**src/rtl/riscv_lsu_if.sv**
```systemverilog
// Signal bundle between the riscv_lsu MEM stage, the EX/WB pipeline and the data-memory bus.
// master is the LSU's view; slave is the view of the surrounding pipeline and memory.
interface riscv_lsu_if #(
    parameter int XLEN = 32
);
    localparam int BE_W = XLEN / 8;

    logic            valid_i;
    logic            ready_o;
    logic            mem_read_i;
    logic            mem_write_i;
    logic [2:0]      funct3_i;
    logic [XLEN-1:0] alu_out_i;
    logic [XLEN-1:0] rs2_data_i;

    logic            req_o;
    logic            gnt_i;
    logic            we_o;
    logic [BE_W-1:0] be_o;
    logic [XLEN-1:0] addr_o;
    logic [XLEN-1:0] wdata_o;
    logic            rvalid_i;
    logic [XLEN-1:0] rdata_i;

    logic            valid_o;
    logic [XLEN-1:0] data_out_o;
    logic [XLEN-1:0] alu_out_o;
    logic            misalign_o;

    modport master (
        input  valid_i, mem_read_i, mem_write_i, funct3_i, alu_out_i, rs2_data_i,
        input  gnt_i, rvalid_i, rdata_i,
        output ready_o, req_o, we_o, be_o, addr_o, wdata_o,
        output valid_o, data_out_o, alu_out_o, misalign_o
    );

    modport slave (
        output valid_i, mem_read_i, mem_write_i, funct3_i, alu_out_i, rs2_data_i,
        output gnt_i, rvalid_i, rdata_i,
        input  ready_o, req_o, we_o, be_o, addr_o, wdata_o,
        input  valid_o, data_out_o, alu_out_o, misalign_o
    );
endinterface

```
**src/rtl/riscv_lsu.sv**
```systemverilog
// RISC-V MEM stage: one operation at a time over a req/gnt/rvalid bus with byte enables.
// Define RISCV_LSU_MISALIGN_TRAP_EN to trap misaligned accesses instead of aligning them down.
module riscv_lsu #(
    parameter int XLEN = 32
) (
    input  logic         clk_i,
    input  logic         rst_i,
    riscv_lsu_if.master  bus
);
    localparam int BE_W  = XLEN / 8;
    localparam int OFF_W = $clog2(BE_W);
    localparam logic [1:0] MAX_SZ = (XLEN == 64) ? 2'd3 : 2'd2;

    typedef enum logic [1:0] {S_IDLE, S_REQ, S_WAIT} state_t;

    state_t state, state_nxt;

    logic             mem_op;
    logic             mis;
    logic             accept;
    logic [1:0]       sz;
    logic [OFF_W:0]   nbytes;
    logic [OFF_W-1:0] off_raw;
    logic [OFF_W-1:0] low_mask;
    logic [OFF_W-1:0] eff_off;

    logic [1:0]       sz_q;
    logic [OFF_W-1:0] off_q;
    logic             uns_q;

    function automatic logic [BE_W-1:0] lane_mask(input logic [OFF_W-1:0] off,
                                                   input logic [OFF_W:0]   nb);
        logic [BE_W-1:0] m;
        for (int i = 0; i < BE_W; i++)
            m[i] = (i >= int'(off)) && (i < int'(off) + int'(nb));
        return m;
    endfunction

    function automatic logic [XLEN-1:0] replicate(input logic [XLEN-1:0] d,
                                                  input logic [OFF_W:0]  nb);
        logic [XLEN-1:0] r;
        for (int i = 0; i < BE_W; i++)
            r[8*i +: 8] = d[8*(i & (int'(nb) - 1)) +: 8];
        return r;
    endfunction

    function automatic logic [XLEN-1:0] extend(input logic [XLEN-1:0] raw,
                                               input logic [1:0]      size,
                                               input logic            uns);
        logic [XLEN-1:0] r;
        logic            fill;
        int              nbits;
        nbits = 8 << size;
        fill  = uns ? 1'b0 : raw[nbits-1];
        for (int i = 0; i < XLEN; i++)
            r[i] = (i < nbits) ? raw[i] : fill;
        return r;
    endfunction

    // Size/offset decode; D and WU collapse to W on a 32-bit datapath
    always_comb begin
        mem_op   = bus.mem_read_i | bus.mem_write_i;
        sz       = (bus.funct3_i[1:0] > MAX_SZ) ? MAX_SZ : bus.funct3_i[1:0];
        nbytes   = (OFF_W+1)'(1) << sz;
        low_mask = OFF_W'(nbytes - 1'b1);
        off_raw  = bus.alu_out_i[OFF_W-1:0];
`ifdef RISCV_LSU_MISALIGN_TRAP_EN
        mis      = mem_op && (((off_raw & low_mask) != '0) ||
                              (({1'b0, off_raw} + nbytes) > (OFF_W+1)'(BE_W)));
        eff_off  = off_raw;
`else
        mis      = 1'b0;
        eff_off  = off_raw & ~low_mask;
`endif
        accept   = (state == S_IDLE) && bus.valid_i;
    end

    always_ff @(posedge clk_i or posedge rst_i) begin
        if (rst_i)
            state <= S_IDLE;
        else
            state <= state_nxt;
    end

    always_comb begin
        state_nxt   = state;
        bus.ready_o = 1'b0;
        bus.req_o   = 1'b0;
        case (state)
            S_IDLE: begin
                bus.ready_o = 1'b1;
                if (bus.valid_i && mem_op && !mis)
                    state_nxt = S_REQ;
            end
            S_REQ: begin
                bus.req_o = 1'b1;
                if (bus.gnt_i)
                    state_nxt = S_WAIT;
            end
            S_WAIT: begin
                if (bus.rvalid_i)
                    state_nxt = S_IDLE;
            end
            default: state_nxt = S_IDLE;
        endcase
    end

    // Bus fields latch at accept and stay frozen through REQ/WAIT
    always_ff @(posedge clk_i or posedge rst_i) begin
        if (rst_i) begin
            bus.we_o       <= 1'b0;
            bus.be_o       <= '0;
            bus.addr_o     <= '0;
            bus.wdata_o    <= '0;
            bus.valid_o    <= 1'b0;
            bus.data_out_o <= '0;
            bus.alu_out_o  <= '0;
            bus.misalign_o <= 1'b0;
            sz_q           <= '0;
            off_q          <= '0;
            uns_q          <= 1'b0;
        end else begin
            bus.valid_o <= 1'b0;
            if (accept) begin
                bus.alu_out_o <= bus.alu_out_i;
                if (!mem_op || mis) begin
                    bus.valid_o    <= 1'b1;
                    bus.data_out_o <= '0;
                    bus.misalign_o <= mis;
                end else begin
                    bus.we_o       <= bus.mem_write_i;
                    bus.be_o       <= lane_mask(eff_off, nbytes);
                    bus.addr_o     <= {bus.alu_out_i[XLEN-1:OFF_W], {OFF_W{1'b0}}};
                    bus.wdata_o    <= replicate(bus.rs2_data_i, nbytes);
                    bus.misalign_o <= 1'b0;
                    sz_q           <= sz;
                    off_q          <= eff_off;
                    uns_q          <= bus.funct3_i[2];
                end
            end
            if ((state == S_WAIT) && bus.rvalid_i) begin
                bus.valid_o    <= 1'b1;
                bus.data_out_o <= bus.we_o ? '0
                                           : extend(bus.rdata_i >> {off_q, 3'b000}, sz_q, uns_q);
            end
        end
    end
endmodule

```
**src/flat_wrapper.sv**
```systemverilog
// flat-port wrapper written by rule: the top's interface ports become plain ports
module riscv_lsu_flat 
#(
    parameter int XLEN = 32
)
  (clk_i, rst_i, bus_valid_i, bus_mem_read_i, bus_mem_write_i, bus_funct3_i, bus_alu_out_i, bus_rs2_data_i, bus_gnt_i, bus_rvalid_i, bus_rdata_i, bus_ready_o, bus_req_o, bus_we_o, bus_be_o, bus_addr_o, bus_wdata_o, bus_valid_o, bus_data_out_o, bus_alu_out_o, bus_misalign_o);
  riscv_lsu_if #(.XLEN(XLEN)) bus_i ();
  input  logic clk_i;
  input  logic rst_i;
  input wire logic [$bits(bus_i.valid_i)-1:0] bus_valid_i;
  input wire logic [$bits(bus_i.mem_read_i)-1:0] bus_mem_read_i;
  input wire logic [$bits(bus_i.mem_write_i)-1:0] bus_mem_write_i;
  input wire logic [$bits(bus_i.funct3_i)-1:0] bus_funct3_i;
  input wire logic [$bits(bus_i.alu_out_i)-1:0] bus_alu_out_i;
  input wire logic [$bits(bus_i.rs2_data_i)-1:0] bus_rs2_data_i;
  input wire logic [$bits(bus_i.gnt_i)-1:0] bus_gnt_i;
  input wire logic [$bits(bus_i.rvalid_i)-1:0] bus_rvalid_i;
  input wire logic [$bits(bus_i.rdata_i)-1:0] bus_rdata_i;
  output wire logic [$bits(bus_i.ready_o)-1:0] bus_ready_o;
  output wire logic [$bits(bus_i.req_o)-1:0] bus_req_o;
  output wire logic [$bits(bus_i.we_o)-1:0] bus_we_o;
  output wire logic [$bits(bus_i.be_o)-1:0] bus_be_o;
  output wire logic [$bits(bus_i.addr_o)-1:0] bus_addr_o;
  output wire logic [$bits(bus_i.wdata_o)-1:0] bus_wdata_o;
  output wire logic [$bits(bus_i.valid_o)-1:0] bus_valid_o;
  output wire logic [$bits(bus_i.data_out_o)-1:0] bus_data_out_o;
  output wire logic [$bits(bus_i.alu_out_o)-1:0] bus_alu_out_o;
  output wire logic [$bits(bus_i.misalign_o)-1:0] bus_misalign_o;
  assign bus_i.valid_i = bus_valid_i;
  assign bus_i.mem_read_i = bus_mem_read_i;
  assign bus_i.mem_write_i = bus_mem_write_i;
  assign bus_i.funct3_i = bus_funct3_i;
  assign bus_i.alu_out_i = bus_alu_out_i;
  assign bus_i.rs2_data_i = bus_rs2_data_i;
  assign bus_i.gnt_i = bus_gnt_i;
  assign bus_i.rvalid_i = bus_rvalid_i;
  assign bus_i.rdata_i = bus_rdata_i;
  assign bus_ready_o = bus_i.ready_o;
  assign bus_req_o = bus_i.req_o;
  assign bus_we_o = bus_i.we_o;
  assign bus_be_o = bus_i.be_o;
  assign bus_addr_o = bus_i.addr_o;
  assign bus_wdata_o = bus_i.wdata_o;
  assign bus_valid_o = bus_i.valid_o;
  assign bus_data_out_o = bus_i.data_out_o;
  assign bus_alu_out_o = bus_i.alu_out_o;
  assign bus_misalign_o = bus_i.misalign_o;
  riscv_lsu #(.XLEN(XLEN)) u_core (.clk_i(clk_i), .rst_i(rst_i), .bus(bus_i));
endmodule
```
**config.mk**
```make
export PLATFORM = sky130hd
export DESIGN_NAME = riscv_lsu_flat
export DESIGN_NICKNAME = d
export VERILOG_FILES = /design/src/rtl/riscv_lsu_if.sv /design/src/rtl/riscv_lsu.sv /design/src/flat_wrapper.sv
export SDC_FILE = /design/constraint.sdc
export NUM_CORES = 1
export LEC_CHECK = 0
export ABC_AREA = 0
export CORE_ASPECT_RATIO = 1.2
export CORE_MARGIN = 2
export CORE_UTILIZATION = 44
export DETAILED_ROUTE_END_ITERATION = 10
export PLACE_DENSITY = 0.82
export SYNTH_ARGS = -nofsm -noshare
export SYNTH_HDL_FRONTEND = slang
export SYNTH_SLANG_ARGS = --single-unit
```
**constraint.sdc**
```tcl
create_clock -name clk_i -period 8.2 [get_ports clk_i]
set_input_delay 1.64 -clock clk_i [delete_from_list [all_inputs] [get_ports clk_i]]
set_output_delay 1.64 -clock clk_i [all_outputs]
set_load 0.03 [all_outputs]
```
==> impl_metrics.toml, run 1 <==
[run_status]
status = "finished clean"

[setup_path]
arrival_ps = 4820
crit_type = "primary input to flop"
crit_path_end_kind = "flop"
critical_path_required_ps = 8490
worst-path-max-fanout = 11
r2r_setup_slack_ps = 5680
startpoint_type = "primary input"

[layout]
area_delta_synth_final_pct = 49.6
diodes = 0
nets = 851
fin_util_pct = 67.3
final_area_um2 = 9300
drive_gt1_share_pct = 17.1
nFillCells = 993

[floorplan]
dieArea_um2 = 15100
fp.coreArea_um2 = 13800
fp.dieW_um = 113
initial_core_util_pct = 45.0
die_h_um = 134
rows = 47
io_pins = 243

[cts]
htree_levels = 4
clkLatencyLatePin_ps = 410
cts-root-buf = "clkbuf_16"
path_clk_slew_ps = 60
cts_buffers = 17
postCtsSetupBuffers = 0
cts_hold_buf = 0
clockBufferDepth = 2
ctsResizeCount = 0
cts.sinks = 139
cts_tree = "done"

[synth]
avgSynthCellArea_um2 = 12.1
ys_seq_elements = 139
async_reset_ff_share_pct = 100
yosys.cell_types.count = 45
synth_edf_count = 0
synth_ff_type = "dfrtp_1"
ys_warn_count = 0
synth.yosys.seq_area_share_pct = 55.9
syn_inst = 512
syn_area_um2 = 6220

[global_routing]
grt_pass1_vias = 5422
grt_use_total_pct = 23.9
grt_start_max_net_pins = 78
gr-total-overflow = 0
antenna_found_initial = 0
grt_pass1_wl_um = 28100

[placed_design]
numPortBuffers = 239
dp_hpwl_um = 13000
gp_congestion = 0.867
post_dp_cell_area_um2 = 8710

[routing]
drt-initial-drc-count = 376
viasPerCell = 5.41
wl_per_cell_um = 19.2
firstDrtPassIters = 5
antenna_left = 0
drc_errors = 0
vias = 5010
wl_um = 17800

[timing]
rsz0062_at_grt = "false"
setup_violations = 0
hold_ws_ps = 476
setup_tns_ps = 0
fmax_ghz = 0.221
skew_ps = 7.36
tightest_slew_ps = 1080
fin_crit_sh_pct = 55.2
max-slew-margin-rel_pct = 27.7
fin_crit_ps = 4530
finalHoldViolations = 0
final-max-slew-violation-count = 0

[run]
drv_cap = 0

[worst_hold_path]
hp-class = "flop to flop"

[power_and_ir_drop]
power_mw = 4.06
p_leak_nw = 3.97
cellPowerDensity_nw_per_um2 = 436
peakVddDrop_mv = 0.274
## layout make-up
class | count | area [µm²] | area share [%]
Clock inverter | 14 | 163 | 1.75
Inverter | 9 | 38.8 | 0.417
Tap cell | 171 | 214 | 2.30
Sequential cell | 139 | 3480 | 37.4
Clock buffer | 18 | 429 | 4.61
Multi-Input combinational cell | 331 | 2550 | 27.4
Timing Repair Buffer | 244 | 2430 | 26.1
## state kept, by name (all words and copies together), names as in the netlist
signal                 cells
u_core.bus.data_out_o     32
u_core.off_q               2
u_core.state               2
u_core.bus.alu_out_o      32
u_core.bus.valid_o         1
u_core.bus.wdata_o        32
u_core.sz_q                2
u_core.bus.addr_o         30
u_core.bus.be_o            4
u_core.bus.we_o            1
u_core.uns_q               1
## worst paths after layout
path | start | to | cells past startpoint
min reg2reg | u_core.bus.wdata_o[12] | u_core.bus.wdata_o[12] | 2
min | u_core.bus.wdata_o[12] | u_core.bus.wdata_o[12] | 2
max | bus_funct3_i[0] | u_core.bus.be_o[2] | 8
max in group asynchronous | rst_i | u_core.bus.alu_out_o[23] | 3
min in group asynchronous | rst_i | u_core.bus.data_out_o[0] | 2
max reg2reg | u_core.state[1] | u_core.bus.wdata_o[4] | 5
## power by group
group | internal, mW | switching, mW
clock network | 0.456 | 0.307
logic | 0.896 | 1.17
registers | 1.02 | 0.214
## worst max-delay path: stages
cell and delay, ps:
clkdlybuf4s50_1 740, nor2_1 980, nand2_1 270, fa_1 450, nor3b_1 250, or2_2 180, a21oi_1 70, a22o_1 230
## logic make-up (layout without fill, tap and decap cells)
logic type / count (synthesis) / after routing / share of synthesized area [%]
DFF: 139 / 139 / 55.9
muxes: 121 / 121 / 21.5
and+or+nand+nor: 105 / 105 / 8.37
AOI/OAI and AO/OA: 99 / 99 / 10.0
buffers and inverters: 44 / 285 / 3.36
adders and majority gates: 3 / 3 / 0.724
other: 1 / 3 / 0.0603
## layout by cell type, fill, tap and decap left out, types with 16 or more instances in the layout
| cell type | netlist | layout |
|---|---|---|
| clkbuf_16 | 0 | 17 |
| mux2_2 | 80 | 80 |
| nor2_1 | 18 | 18 |
| dfrtp_1 | 139 | 139 |
| clkdlybuf4s50_1 | 0 | 239 |
| mux2i_1 | 31 | 31 |
| nand3_1 | 17 | 17 |
| nand2_1 | 49 | 49 |
| a21oi_1 | 16 | 16 |
| a22oi_1 | 16 | 16 |
| o21ai_0 | 41 | 41 |
## per-layer routing
| metal | wire length, µm | part of all wire, % | GRT usage, % | vias up |
|---|---|---|---|---|
| met1 | 6500 | 37 | 25.8 | 2429 |
| met2 | 8810 | 50 | 40.8 | 253 |
| met4 | 733 | 4.1 | 11.5 | 0 |
| li1 | - | - | - | 2280 |
| met3 | 1750 | 9.8 | 9.76 | 48 |
| met5 | 0 | 0 | 0 | - |
## cells in the mapped netlist (2+ instances only)
master	number	area, µm²
dfrtp_1	139	3480
mux2_2	80	901
nand2_1	49	184
o21ai_0	41	205
mux2i_1	31	310
nor2_1	18	67.6
nand3_1	17	85.1
a21oi_1	16	80.1
a22oi_1	16	120
buf_2	14	70.1
clkbuf_1	12	45.0
inv_1	8	30.0
mux2_1	8	90.1
o21ai_1	8	40.0
a221oi_1	7	61.3
buf_4	5	37.5
a22o_1	4	35.0
buf_1	3	11.3
nand2b_1	3	18.8
nor2b_1	3	18.8
a21o_1	2	15.0
ha_1	2	25.0
nor3b_1	2	15.0
nor3b_2	2	25.0
or2_1	2	12.5
## metrics by stage
step           instances  setup WS, ps
2_1_floorplan        514          2840
3_3_place_gp         894          3530
3_5_place_dp         894          3310
4_1_cts              926          3720
5_1_grt              926          3450
6_report             926          3670
Note: power is estimated with default switching activity, not from simulation.
==> run 2, diff against run 1 <==
==> constraint.sdc (replaced) <==
create_clock -name clk_i -period 4.2 [get_ports clk_i]
set_input_delay 0.84 -clock clk_i [delete_from_list [all_inputs] [get_ports clk_i]]
set_output_delay 0.84 -clock clk_i [all_outputs]
set_load 0.03 [all_outputs]
==> impl_metrics.toml, run 2 (same netlist as run 1, synthesis figures left out) <==
[timing]
layout_setup_ws_ps = 1510
max-slew-margin-rel_pct = 29.4
finalHoldViolations = 0
setup_tns_ps = 0
setup_violations = 0
final-max-slew-violation-count = 0
rsz0062_at_grt = "false"
skew_ps = 6.06
fin_crit_sh_pct = 64.1
tightest_slew_ps = 1060
fin_crit_ps = 2690
fmax_ghz = 0.371

[routing]
wl_per_cell_um = 19.5
vias = 5041
antenna_left = 0
drc_errors = 0
firstDrtPassIters = 6
viasPerCell = 5.42
wl_um = 18100
drt-initial-drc-count = 280

[global_routing]
grt_pass1_vias = 5451
gr-total-overflow = 0
grt_start_max_net_pins = 104
antenna_found_initial = 0
grt_pass1_wl_um = 29000
grt_use_total_pct = 24.4

[floorplan]
dieArea_um2 = 15100
die_h_um = 134
fp.coreArea_um2 = 13800
fp.dieW_um = 113
io_pins = 243
initial_core_util_pct = 45.0
rows = 47

[power_and_ir_drop]
p_leak_nw = 4.00
clkPwrFrac_pct = 18.5
cellPowerDensity_nw_per_um2 = 847
peakVddDrop_mv = 0.563
pwr-share-comb_pct = 50.9
seqPwrFrac_pct = 30.6
p_sw_share_pct = 42.0
switchingPower_mw = 3.33
power_mw = 7.92
p_int_mw = 4.59

[setup_path]
startpoint_type = "flop"
arrival_ps = 1850
crit_buf_inv = 2
worst_path_largest_cell_delay_ps = 680
worst-path-max-fanout = 7
crit_path_end_kind = "primary output"
crit_slowest_cell = "clkdlybuf4s50_1"
crit_type = "flop to primary output"
critical_path_required_ps = 3360
critPathTopFamily = "buffers and inverters"
path_cells = "nand2b_1 > inv_1 > clkdlybuf4s50_1"

[cts]
postCtsSetupBuffers = 0
htree_levels = 4
clkLatencyLatePin_ps = 410
cts-root-buf = "clkbuf_16"
cts_buffers = 17
cts_tree = "done"
path_clk_slew_ps = 60
clockBufferDepth = 2
cts.sinks = 139
cts_hold_buf = 0
ctsResizeCount = 0

[layout]
drive_gt1_share_pct = 17.7
final_common_cell = "clkdlybuf4s50_1"
diodes = 0
area_delta_synth_final_pct = 50.2
reg_top3 = "u_core.bus.alu_out_o (32), u_core.bus.data_out_o (32), u_core.bus.wdata_o (32)"
mostFrequentLayoutCells = "clkdlybuf4s50_1 (239), dfrtp_1 (139), mux2_2 (80)"
final_area_um2 = 9340
nets = 855

[run_status]
status = "finished clean"

[worst_hold_path]
hp-class = "flop to flop"

[placed_design]
numPortBuffers = 239
gp_congestion = 0.901
post-place-ws_ps = 1090
post_dp_cell_area_um2 = 8760
dp_hpwl_um = 13400

[run]
drv_cap = 0
==> run 2: power groups by stage <==
| stage | clock network, mW | registers, mW | logic (mW) |
|---|---|---|---|
| 2_1_floorplan | 0 | 3.60 | 1.09 |
| 3_3_place_gp | 0 | 2.39 | 3.95 |
| 3_5_place_dp | 0 | 2.44 | 4.04 |
| 4_1_cts | 1.49 | 2.42 | 4.06 |
| 5_1_grt | 1.56 | 2.50 | 4.23 |
| 6_report | 1.46 | 2.42 | 4.03 |
==> run 2: cell type report <==
class                   count  area (µm²)
clock buffers              17         425
clock inverters            15         153
fillers                  1025        4480
inverters                   9        37.5
multi-input cells         331        2550
flip-flops and latches    139        3480
well taps                 171         214
repair buffers            248        2480
==> run 2: routing by layer <==
metal,GRT usage [%],routed length [µm]
met4,10.9,707
met3,9.76,1670
met1,27.3,6680
met2,41.2,9040
met5,0,0
==> run 2: path summary, 6_finish.rpt <==
| path | from | endpoint | slack, ps | cells past startpoint |
|---|---|---|---|---|
| max in group asynchronous | rst_i | u_core.bus.addr_o[30] | 2180 | 3 |
| hold reg to reg | u_core.bus.wdata_o[23] | u_core.bus.wdata_o[23] | 480 | 2 |
| hold / removal | u_core.bus.wdata_o[23] | u_core.bus.wdata_o[23] | 480 | 2 |
| setup reg to reg | u_core.off_q[1] | u_core.bus.data_out_o[21] | 1720 | 4 |
| setup / recovery | u_core.state[1] | bus_req_o | 1510 | 3 |
| min in group asynchronous | rst_i | u_core.bus.data_out_o[0] | 1010 | 2 |
==> run 2: worst register-to-register path, cell delays in order (launching register included) <==
cell and delay [ps]:
dfrtp_1 790, nor2b_1 580, a221o_1 380, nand4b_2 410, nand3_1 240
==> run 2: stage by stage <==
stage	utilization [%]	hold slack, ps	std cells
after floorplan	-	465	514
after global placement	63.4	462	898
after detailed placement	63.4	469	898
after CTS	67.6	482	930
after global routing	67.6	500	930
final	67.6	478	930
==> run 3, diff against run 2 <==
--- a/config.mk
+++ b/config.mk
@@ -8,9 +8,9 @@
 export ABC_AREA = 0
 export CORE_ASPECT_RATIO = 1.2
 export CORE_MARGIN = 2
-export CORE_UTILIZATION = 44
+export CORE_UTILIZATION = 40
 export DETAILED_ROUTE_END_ITERATION = 10
-export PLACE_DENSITY = 0.82
+export PLACE_DENSITY = 0.78
 export SYNTH_ARGS = -nofsm -noshare
 export SYNTH_HDL_FRONTEND = slang
 export SYNTH_SLANG_ARGS = --single-unit
==> constraint.sdc (replaced) <==
create_clock -name clk_i -period 2.3 [get_ports clk_i]
set_input_delay 0.46 -clock clk_i [delete_from_list [all_inputs] [get_ports clk_i]]
set_output_delay 0.46 -clock clk_i [all_outputs]
set_load 0.03 [all_outputs]
==> impl_metrics.toml, run 3 (same netlist as run 1, synthesis figures left out) <==
[floorplan]
fp.dieW_um = 118
rows = 49
io_pins = 243
dieArea_um2 = 16600
initial_core_util_pct = 41.2
die_h_um = 141
fp.coreArea_um2 = 15100

[timing]
fin_crit_sh_pct = 93.8
setup_violations = 0
max-slew-margin-rel_pct = 63.7
skew_ps = 7.67
fmax_ghz = 0.464
layout_setup_ws_ps = 144
final-max-slew-violation-count = 0
tightest_slew_ps = 543
fin_crit_ps = 2160
finalHoldViolations = 0
rsz0062_at_grt = "false"

[power_and_ir_drop]
power_mw = 14.4
peakVddDrop_mv = 0.971
p_leak_nw = 4.10
cellPowerDensity_nw_per_um2 = 1510

[global_routing]
grt_pass1_wl_um = 28700
gr-total-overflow = 0
antenna_found_initial = 0
grt_start_max_net_pins = 75
grt_pass1_vias = 5452
grt_use_total_pct = 22.0

[cts]
htree_levels = 4
clkLatencyLatePin_ps = 410
path_clk_slew_ps = 60
cts-root-buf = "clkbuf_16"
clockBufferDepth = 2
cts.sinks = 139
cts_hold_buf = 0
cts_tree = "done"
cts_buffers = 17
postCtsSetupBuffers = 0

[setup_path]
arrival_ps = 1700
timing.rr.start = "u_core.sz_q[1]"
worst_path_largest_cell_delay_ps = 690
path_cells = "nor2_1 > clkdlybuf4s50_1"
crit_type = "flop to primary output"
crit_slowest_cell = "clkdlybuf4s50_1"
worst-path-max-fanout = 7
critPathTopFamily = "buffers and inverters"
crit_cells = 2
r2r_setup_slack_ps = 260
rr_worst_depth = 6
crit_buf_inv = 1
rr_endpoint = "u_core.bus.data_out_o[17]"
crit_path_end_kind = "primary output"
critical_path_required_ps = 1840
startpoint_type = "flop"

[routing]
drc_errors = 0
vias = 4988
viasPerCell = 5.08
wl_um = 17700
antenna_left = 0
firstDrtPassIters = 4
wl_per_cell_um = 18.1
drt-initial-drc-count = 294

[layout]
reg_top3 = "u_core.bus.alu_out_o (32), u_core.bus.data_out_o (32), u_core.bus.wdata_o (32)"
nFillCells = 1206
diodes = 0
final_common_cell = "clkdlybuf4s50_1"
nets = 874
area_delta_synth_final_pct = 53.8
mostFrequentLayoutCells = "clkdlybuf4s50_1 (238), dfrtp_1 (139), mux2_2 (80)"
drive_gt1_share_pct = 19.7

[placed_design]
post-place-ws_ps = -219
gp_congestion = 0.969
dp_hpwl_um = 13400
numPortBuffers = 239

[run]
drv_cap = 0

[worst_hold_path]
hp-class = "primary input to asynchronous set/reset pin"

[run_status]
status = "finished clean"
run 3: cell count changes in the layout (fill, tap and decap cells not counted), moves of 2 or more:
cell        previous run  this run
buf_4                  7        23
inv_6                  7         2
buf_12                 2         5
inv_8                  3         0
clkbuf_8               0         2
clkinv_2               1         3
clkinv_4               0         2
clkinvlp_4             4         6
run 3: worst reg2reg max path, cell delays in order, from the launching register on:
cell and delay, ps:
dfrtp_1 440, or2_1 270, ha_1 310, nor3_1 180, nor3b_1 360, o211ai_4 240, nand3_1 160
run 3: worst max-delay path by stage:
stage	start	end	slack, ps
2_1_floorplan	bus_funct3_i[0]	u_core.bus.be_o[2]	3
4_1_cts	u_core.state[1]	bus_ready_o	110
5_1_grt	bus_funct3_i[0]	u_core.bus.be_o[0]	10
6_report	u_core.state[1]	bus_ready_o	140
3_3_place_gp	bus_funct3_i[0]	u_core.bus.be_o[2]	-100
3_5_place_dp	bus_funct3_i[0]	u_core.bus.be_o[0]	-220
run 3: layout make-up:
type                            instances  area (µm²)  area share, %
Sequential cell                       139        3480           36.4
Timing Repair Buffer                  267        2660           27.9
Multi-Input combinational cell        331        2560           26.8
Clock buffer                           19         453           4.74
Tap cell                              204         255           2.67
Clock inverter                         13         118           1.23
Inverter                                9        37.5          0.392
run 3: through the flow:
stage	setup TNS, ps	cells	hold WS [ps]	util (%)	cell area [µm²]
after global routing	0	982	382	63.4	9560
after floorplan	0	514	465	-	6230
final	0	982	376	63.4	9560
after CTS	0	982	367	63.4	9560
after detailed placement	-568	950	470	59.6	8990
after global placement	-179	950	463	59.6	8990
run 3: repair_timing:
item                                    in CTS  in global routing
gates resized for setup                      1                  1
endpoints found under the setup margin       1                 15
cloned                                       0                  0
run 3: metal layers:
metal | track usage, % | share of wire (%) | vias up
met4 | 10.9 | 3.3 | 0
met5 | 0 | 0 | -
li1 | - | - | 2329
met3 | 8.62 | 8.0 | 37
met2 | 37.4 | 51 | 202
met1 | 24.1 | 38 | 2420
run 3: power breakdown:
group | internal (mW) | switching (mW)
Sequential | 3.64 | 0.724
Clock | 1.55 | 1.05
Combinational | 3.28 | 4.17
